## src/rtl/oam_dma_ctrl_if.sv

```systemverilog
// CPU-bus view of the OAM DMA controller: CPU cycle strobe/address/data in, DMA bus drive out.
// Pure signal grouping, no timing of its own.
interface oam_dma_ctrl_if;
  logic        cpu_ce_i;
  logic [15:0] cpu_a_i;
  logic [7:0]  cpu_d_i;
  logic        cpu_rw_i;
  logic [7:0]  bus_d_i;
  logic        cpu_halt_o;
  logic        dma_active_o;
  logic [15:0] dma_a_o;
  logic [7:0]  dma_d_o;
  logic        dma_rw_o;
  logic        dma_done_o;

  modport master (
    output cpu_ce_i, cpu_a_i, cpu_d_i, cpu_rw_i, bus_d_i,
    input  cpu_halt_o, dma_active_o, dma_a_o, dma_d_o, dma_rw_o, dma_done_o
  );

  modport slave (
    input  cpu_ce_i, cpu_a_i, cpu_d_i, cpu_rw_i, bus_d_i,
    output cpu_halt_o, dma_active_o, dma_a_o, dma_d_o, dma_rw_o, dma_done_o
  );
endinterface

```

## src/rtl/oam_dma_ctrl.sv

```systemverilog
// OAM DMA: a CPU write to REG_ADDR halts the CPU and copies one 256-byte page to OAM_ADDR.
// Advances one step per cpu_ce_i strobe, outputs registered; 514/515 halted CPU cycles, no backpressure.
module oam_dma_ctrl #(
  parameter logic [15:0] REG_ADDR = 16'h4014,
  parameter logic [15:0] OAM_ADDR = 16'h2004
) (
  input  logic          clk,
  input  logic          rst,
  oam_dma_ctrl_if.slave bus
);

  typedef enum logic [2:0] {
    ST_IDLE,
    ST_HALT,
    ST_ALIGN,
    ST_READ,
    ST_WRITE
  } state_t;

  state_t      state_q, state_d;
  logic        p_q, p_d;
  logic [7:0]  page_q, page_d;
  logic [7:0]  idx_q, idx_d;
  logic [7:0]  data_q, data_d;
  logic        halt_q, halt_d;
  logic        active_q, active_d;
  logic        done_q, done_d;
  logic [15:0] dma_a_q, dma_a_d;
  logic [7:0]  dma_d_q, dma_d_d;
  logic        dma_rw_q, dma_rw_d;

  always_ff @(posedge clk or posedge rst) begin
    if (rst) begin
      state_q  <= ST_IDLE;
      p_q      <= 1'b0;
      page_q   <= 8'h00;
      idx_q    <= 8'h00;
      data_q   <= 8'h00;
      halt_q   <= 1'b0;
      active_q <= 1'b0;
      done_q   <= 1'b0;
      dma_a_q  <= 16'h0000;
      dma_d_q  <= 8'h00;
      dma_rw_q <= 1'b1;
    end else begin
      state_q  <= state_d;
      p_q      <= p_d;
      page_q   <= page_d;
      idx_q    <= idx_d;
      data_q   <= data_d;
      halt_q   <= halt_d;
      active_q <= active_d;
      done_q   <= done_d;
      dma_a_q  <= dma_a_d;
      dma_d_q  <= dma_d_d;
      dma_rw_q <= dma_rw_d;
    end
  end

  always_comb begin
    state_d = state_q;
    p_d     = p_q;
    page_d  = page_q;
    idx_d   = idx_q;
    data_d  = data_q;
    done_d  = 1'b0;

    if (bus.cpu_ce_i) begin
      p_d = ~p_q;
      case (state_q)
        ST_IDLE: begin
          if (bus.cpu_a_i == REG_ADDR && !bus.cpu_rw_i) begin
            page_d  = bus.cpu_d_i;
            idx_d   = 8'h00;
            state_d = ST_HALT;
          end
        end
        // The CPU only honours RDY on a read cycle, so wait for one.
        ST_HALT: begin
          if (bus.cpu_rw_i) state_d = ST_ALIGN;
        end
        // Reads must land on get (p=0) cycles; leave ALIGN only from a put cycle.
        ST_ALIGN: begin
          if (p_q) state_d = ST_READ;
        end
        ST_READ: begin
          data_d  = bus.bus_d_i;
          state_d = ST_WRITE;
        end
        ST_WRITE: begin
          if (idx_q == 8'hFF) begin
            state_d = ST_IDLE;
            done_d  = 1'b1;
          end else begin
            idx_d   = idx_q + 8'd1;
            state_d = ST_READ;
          end
        end
        default: state_d = ST_IDLE;
      endcase
    end
  end

  // Outputs are decoded from the next state so they are registered yet track the state.
  always_comb begin
    halt_d   = (state_d != ST_IDLE);
    active_d = (state_d == ST_ALIGN) || (state_d == ST_READ) || (state_d == ST_WRITE);
    dma_a_d  = 16'h0000;
    dma_d_d  = 8'h00;
    dma_rw_d = 1'b1;
    case (state_d)
      ST_READ: begin
        dma_a_d = {page_d, idx_d};
      end
      ST_WRITE: begin
        dma_a_d  = OAM_ADDR;
        dma_d_d  = data_d;
        dma_rw_d = 1'b0;
      end
      default: ;
    endcase
  end

  assign bus.cpu_halt_o   = halt_q;
  assign bus.dma_active_o = active_q;
  assign bus.dma_done_o   = done_q;
  assign bus.dma_a_o      = dma_a_q;
  assign bus.dma_d_o      = dma_d_q;
  assign bus.dma_rw_o     = dma_rw_q;

endmodule

```

## src/flat_wrapper.sv

```systemverilog
// flat-port wrapper written by rule: the top's interface ports become plain ports
module oam_dma_ctrl_flat 
#(
  parameter logic [15:0] REG_ADDR = 16'h4014,
  parameter logic [15:0] OAM_ADDR = 16'h2004
)
  (clk, rst, bus_cpu_ce_i, bus_cpu_a_i, bus_cpu_d_i, bus_cpu_rw_i, bus_bus_d_i, bus_cpu_halt_o, bus_dma_active_o, bus_dma_a_o, bus_dma_d_o, bus_dma_rw_o, bus_dma_done_o);
  oam_dma_ctrl_if bus_i ();
  input  logic clk;
  input  logic rst;
  input wire logic [$bits(bus_i.cpu_ce_i)-1:0] bus_cpu_ce_i;
  input wire logic [$bits(bus_i.cpu_a_i)-1:0] bus_cpu_a_i;
  input wire logic [$bits(bus_i.cpu_d_i)-1:0] bus_cpu_d_i;
  input wire logic [$bits(bus_i.cpu_rw_i)-1:0] bus_cpu_rw_i;
  input wire logic [$bits(bus_i.bus_d_i)-1:0] bus_bus_d_i;
  output wire logic [$bits(bus_i.cpu_halt_o)-1:0] bus_cpu_halt_o;
  output wire logic [$bits(bus_i.dma_active_o)-1:0] bus_dma_active_o;
  output wire logic [$bits(bus_i.dma_a_o)-1:0] bus_dma_a_o;
  output wire logic [$bits(bus_i.dma_d_o)-1:0] bus_dma_d_o;
  output wire logic [$bits(bus_i.dma_rw_o)-1:0] bus_dma_rw_o;
  output wire logic [$bits(bus_i.dma_done_o)-1:0] bus_dma_done_o;
  assign bus_i.cpu_ce_i = bus_cpu_ce_i;
  assign bus_i.cpu_a_i = bus_cpu_a_i;
  assign bus_i.cpu_d_i = bus_cpu_d_i;
  assign bus_i.cpu_rw_i = bus_cpu_rw_i;
  assign bus_i.bus_d_i = bus_bus_d_i;
  assign bus_cpu_halt_o = bus_i.cpu_halt_o;
  assign bus_dma_active_o = bus_i.dma_active_o;
  assign bus_dma_a_o = bus_i.dma_a_o;
  assign bus_dma_d_o = bus_i.dma_d_o;
  assign bus_dma_rw_o = bus_i.dma_rw_o;
  assign bus_dma_done_o = bus_i.dma_done_o;
  oam_dma_ctrl #(.REG_ADDR(REG_ADDR), .OAM_ADDR(OAM_ADDR)) u_core (.clk(clk), .rst(rst), .bus(bus_i));
endmodule
```

## config.mk

```make
export PLATFORM = sky130hd
export DESIGN_NAME = oam_dma_ctrl_flat
export DESIGN_NICKNAME = d
export VERILOG_FILES = /design/src/rtl/oam_dma_ctrl_if.sv /design/src/rtl/oam_dma_ctrl.sv /design/src/flat_wrapper.sv
export SDC_FILE = /design/constraint.sdc
export NUM_CORES = 1
export LEC_CHECK = 0
export CORE_MARGIN = 4
export CORE_UTILIZATION = 36
export DETAILED_ROUTE_END_ITERATION = 6
export GPL_ROUTABILITY_DRIVEN = 0
export PLACE_DENSITY = 0.72
export SLEW_MARGIN = 20
export SYNTH_ARGS = -nofsm -noshare
export SYNTH_HDL_FRONTEND = slang
export SYNTH_SLANG_ARGS = --single-unit
```

## constraint.sdc

```tcl
create_clock -name clk -period 3.6 [get_ports clk]
set_input_delay 0.54 -clock clk [delete_from_list [all_inputs] [get_ports clk]]
set_output_delay 0.54 -clock clk [all_outputs]
set_load 0.01 [all_outputs]
```

; Yosys cells after proc, flatten, opt, wreduce, memory -nomap -nowiden
; Cells that the tools add are included.
; Widths: inputs -> output; s select.
[word_totals]
regBits = 56
[op_classes]
n_reduce_logical = 6
n_addsub = 1
bitwise_logic = 1
muxes = 21
n_eq_ne = 9
[ops]
columns = cell, n
row1 = $mux 8, 9
row2 = $pmux 16 s2, 1
row3 = $eq 16x15->1 const B, 1
row4 = $pmux 8 s2, 1
row5 = $pmux 3 s5, 1
row6 = $eq 3x2->1 const B, 4
row7 = $mux 3, 4
row8 = $add 8x1->8 const B, 1
row9 = $eq 8x8->1 const B, 1
row10 = $eq 3x3->1 const B, 2
row11 = $mux 1, 4
row12 = $eq 3x1->1 const B, 1
row13 = $logic_not 3->1, 1
row14 = $reduce_bool 3->1, 1
row15 = $logic_or 1x1->1, 2
row16 = $mux 2, 1
row17 = $logic_and 1x1->1, 1
row18 = $logic_not 1->1, 1
row19 = $not 1->1, 1

; Logic depth before layout (Yosys ltp)
[logic_depth]
word_depth = 8
mapped_depth = 7

; Worst setup path after synthesis
; Ideal clock, no wire load.
[synth_timing]
kind = input -> register
startpoint = in bus_cpu_a_i[10]
endpoint = reg u_core.dma_a_q[13] (netlist: u_core.bus.dma_a_o[13])
n_path_buf = 1
arrival_time_ns = 1.704
cell_stages = 6
slack_ns = 1.768
t_required_ns = 3.473
path_cell_list = nor4b_1 -> and4_1 -> nand3_1 -> a21oi_2 -> buf_4 -> o2bb2ai_1
[synth_via]
elab_chain_cells = 7
word_cells_on_any_way = 11
classes_between = eq/ne (3) / mux (7) / reduce/logical (1)
[synth_rtl]
columns = item, line_no
row1 = from (decl), flat_wrapper.sv:12  ; input wire logic [$bits(bus_i.cpu_a_i)-1:0] bus_cpu_a_i;
row2 = $eq 16x15->1 *, oam_dma_ctrl.sv:72  ; if (bus.cpu_a_i == REG_ADDR && !bus.cpu_rw_i) begin
row3 = $logic_and 1x1->1 *, oam_dma_ctrl.sv:72
row4 = $mux 3 *, oam_dma_ctrl.sv:72
row5 = $pmux 3 s5 *, oam_dma_ctrl.sv:70  ; case (state_q)
row6 = $mux 3 *, oam_dma_ctrl.sv:68  ; if (bus.cpu_ce_i) begin
row7 = net u_core.state_d[0], oam_dma_ctrl.sv:20  ; state_t state_q, state_d;
row8 = $eq 3x3->1 / $eq 3x2->1 (equally long branches), oam_dma_ctrl.sv:111  ; case (state_d)
row9 = $pmux 16 s2 *, oam_dma_ctrl.sv:111
row10 = net u_core.dma_a_d[13], oam_dma_ctrl.sv:28  ; logic [15:0] dma_a_q, dma_a_d;
row11 = to (signal assigned), oam_dma_ctrl.sv:54  ; dma_a_q <= dma_a_d;
row12 = to (decl), oam_dma_ctrl.sv:28
; Mark *: on every way through the listed nets, which the timed path passes. The rest lies on a longest branch.
; A chain may end at the register's enable or synchronous reset.

; Final worst setup path
[layout_timing]
startpoint = in bus_cpu_ce_i
endpoint = reg u_core.dma_a_q[8] (netlist: u_core.bus.dma_a_o[8])
[layout_via]
elab_chain_cells = 3
word_cells_on_any_way = 5
classes_between = eq/ne (2) / mux (3)
[layout_rtl]
columns = item, line_no
row1 = from (decl), flat_wrapper.sv:11  ; input wire logic [$bits(bus_i.cpu_ce_i)-1:0] bus_cpu_ce_i;
row2 = $mux 3, oam_dma_ctrl.sv:68
row3 = $eq 3x3->1 / $eq 3x2->1 (equally long branches), oam_dma_ctrl.sv:111
row4 = $pmux 16 s2 *, oam_dma_ctrl.sv:111
row5 = net u_core.dma_a_d[8], oam_dma_ctrl.sv:28
; Marks and branches as above.

==> impl_metrics.csv <==
group,metric,value,unit
outcome,status,"complete, no violations",
routing,routedWlPerCell,15.1,um
timing,maxSlewHeadroom,51.8,%
yosys,synth_seq_cells,56,
global_routing,grt_pass1_wl,8.00,mm
layout,areaGrowthSynthToFinish,33.2,%
layout,nets,284,
critical_path,criticalPathCategory,"primary input to flop",
cts,cts_sinks,56,
min_path,hold_path.class,"flop to flop",
routing,via_count,1630,
global_routing,grtUsageTotal,13.2,%
place,io_buffers,63,
yosys,ys_seq_area_share,59.1,%
yosys,synth_top_area_share,58.0,%
yosys,ys_warn_count,0,
cts,clkLatencyLatePin,0.30,ns
cts,clk_pin_slew,0.09,ns
cts,cts_buffer_depth,2,
yosys,yosysTopAreaCell,"dfrtp_1",
floorplanning,core,6390,um2
floorplanning,die_x,89.2,um
floorplanning,io_pins,64,
power,p_per_area,483,nW/um2
yosys,synthTopCellsByArea,"dfrtp_1 58%, mux2_2 7.6%, nor3b_2 3.7%",
cts,cts_hold_buf,0,
floorplanning,start_util,37.2,%
yosys,synth_edf_count,0,
global_routing,grt-ovfl-total,0,
cts,root_buffer,"clkbuf_8",
timing,fin_worst_skew,0.00266,ns
global_routing,grt_pass1_vias,1681,
critical_path,crit_path_end_kind,"flop",
routing,routed_via_density,5.03,
timing,finalMaxSlewViolations,0,
yosys,yosysUniqueCellTypes,47,
routing,drt-total-wl,4.88,mm
critical_path,cp_max_fo,13,
global_routing,grt_max_degree,37,
yosys,syn_area,2370,um2
routing,ant_nets,0,
layout,drive_gt1_share,19.8,%
power,p_leak,0.00137,uW
critical_path,crit_path_start_kind,"primary input",
floorplanning,die_area,7960,um2
timing,fin_setup_tns,0,ns
layout,layout_commonest_cell,"clkdlybuf4s50_1",
timing,fmax,404,MHz
power,p_total,1530,uW
power,vdd_drop_max,0.261,mV
timing,finalSetupViolCount,0,
yosys,syn_nets,217,
timing,rsz0062_at_grt,"no",
cts,htree_levels,2,
cts,post_cts_resized,0,
routing,drt_iter0_markers,80,
critical_path,cp.required,3.84,ns
timing,worstMarginPinSlew,0.722,ns
cts,cts_tree,"yes",
cts,numCtsBuffers,5,
routing,drc,0,
timing,fin_crit,2.48,ns
timing,period_share,68.8,%
layout,antenna_cells,0,
cts,post-cts-setup-buffer-count,0,
floorplanning,dieHeight,89.2,um
routing,drtPass1Iterations,4,
yosys,synthCells,180,
place,dp_hpwl,3.63,mm
global_routing,antenna_found_initial,0,
floorplanning,rows,29,
yosys,syn_avg_cell_area,13.2,um2
yosys,synthArstFlopShare,100,%
layout,layout_common_cells,"63 x clkdlybuf4s50_1, 55 x dfrtp_1, 16 x mux2_2",
yosys,synth_top_flop_cell,"dfrtp_1",
job,cap_violations,0,
critical_path,arrival,2.72,ns
timing,final-hold-violation-count,0,
[worst paths after layout]
path / endpoint / start / cells past startpoint / slack (ns)
setup / recovery: u_core.bus.dma_a_o[8] / bus_cpu_ce_i / 6 / 1.12
hold / removal: u_core.p_q / u_core.p_q / 1 / 0.47
setup reg to reg: u_core.bus.cpu_halt_o / u_core.idx_q[0] / 6 / 1.46
hold reg to reg: u_core.p_q / u_core.p_q / 1 / 0.47
max in group asynchronous: u_core.bus.dma_rw_o / rst / 3 / 2.12
min in group asynchronous: u_core.bus.dma_a_o[15] / rst / 2 / 0.67
[where the power goes]
part           internal (uW)  switching, uW  leakage [uW]  total [uW]
sequential               727           73.1      0.000754         800
clock                    133            185     0.0000410         318
combinational            213            195      0.000575         408
total                   1070            454       0.00137        1530
[cell type report]
| cell class | instances | area [um2] |
|---|---|---|
| clock buffer | 6 | 72.6 |
| clock inverter | 1 | 5.00 |
| fill | 559 | 3220 |
| inverter | 2 | 7.51 |
| multi-input combinational | 116 | 925 |
| sequential | 56 | 1400 |
| tap | 77 | 96.3 |
| timing repair buffer | 66 | 653 |
[critical path, stage by stage]
cell             delay [ns]
clkdlybuf4s50_1        0.73
nor2b_1                0.34
a32oi_1                0.21
a211o_1                0.36
a21oi_2                0.34
and2_1                 0.20
[cell families (layout without fill, tap and decap cells)]
| logic type | after synthesis | in the layout | share of synthesized area (%) |
|---|---|---|---|
| flops | 56 | 56 | 59.1 |
| fa+ha+maj | 1 | 1 | 0.527 |
| mux | 19 | 19 | 8.86 |
| compound gates | 24 | 24 | 8.28 |
| buf+inv | 8 | 75 | 1.95 |
| simple gates | 71 | 71 | 20.9 |
| xor+xnor | 1 | 1 | 0.369 |
[state kept, by name (all words and copies together) (netlist names)]
register,count
u_core.page_q,8
u_core.data_q,8
u_core.bus.dma_a_o,16
u_core.bus.cpu_halt_o,1
u_core.idx_q,8
u_core.state_q,3
u_core.bus.dma_rw_o,1
u_core.bus.dma_d_o,8
u_core.bus.dma_done_o,1
u_core.bus.dma_active_o,1
u_core.p_q,1
[cell usage after synthesis (all sizes together), types with 3 or more instances]
cell type and instances:
nand2 7, and2 7, nor2 7, o21ai 5, nor3b 9, nand3 7
nor2b 4, buf 6, mux2i 3, dfrtp 55, and3 3, mux2 16
nor3 7, nand2b 6, a21oi 5
[per-layer routing]
metal	up-vias	share of wire [%]	track usage, %
met5	-	0	0
met4	0	1.3	3.65
met3	6	7.0	3.50
met2	44	51	22.0
met1	797	41	17.0
li1	783	-	-
[metrics by stage]
step           worst slack (ns)  instances  utilization (%)  hold slack [ns]  area (um2)
2_1_floorplan              1.69        180                -            0.439        2370
3_3_place_gp              0.818        317             48.3            0.456        3080
3_5_place_dp              0.777        317             48.3            0.465        3080
4_1_cts                    1.11        324             49.5            0.478        3160
5_1_grt                   0.876        324             49.5            0.489        3160
6_report                   1.12        324             49.5            0.467        3160
Power figures use the tool's default switching activity.
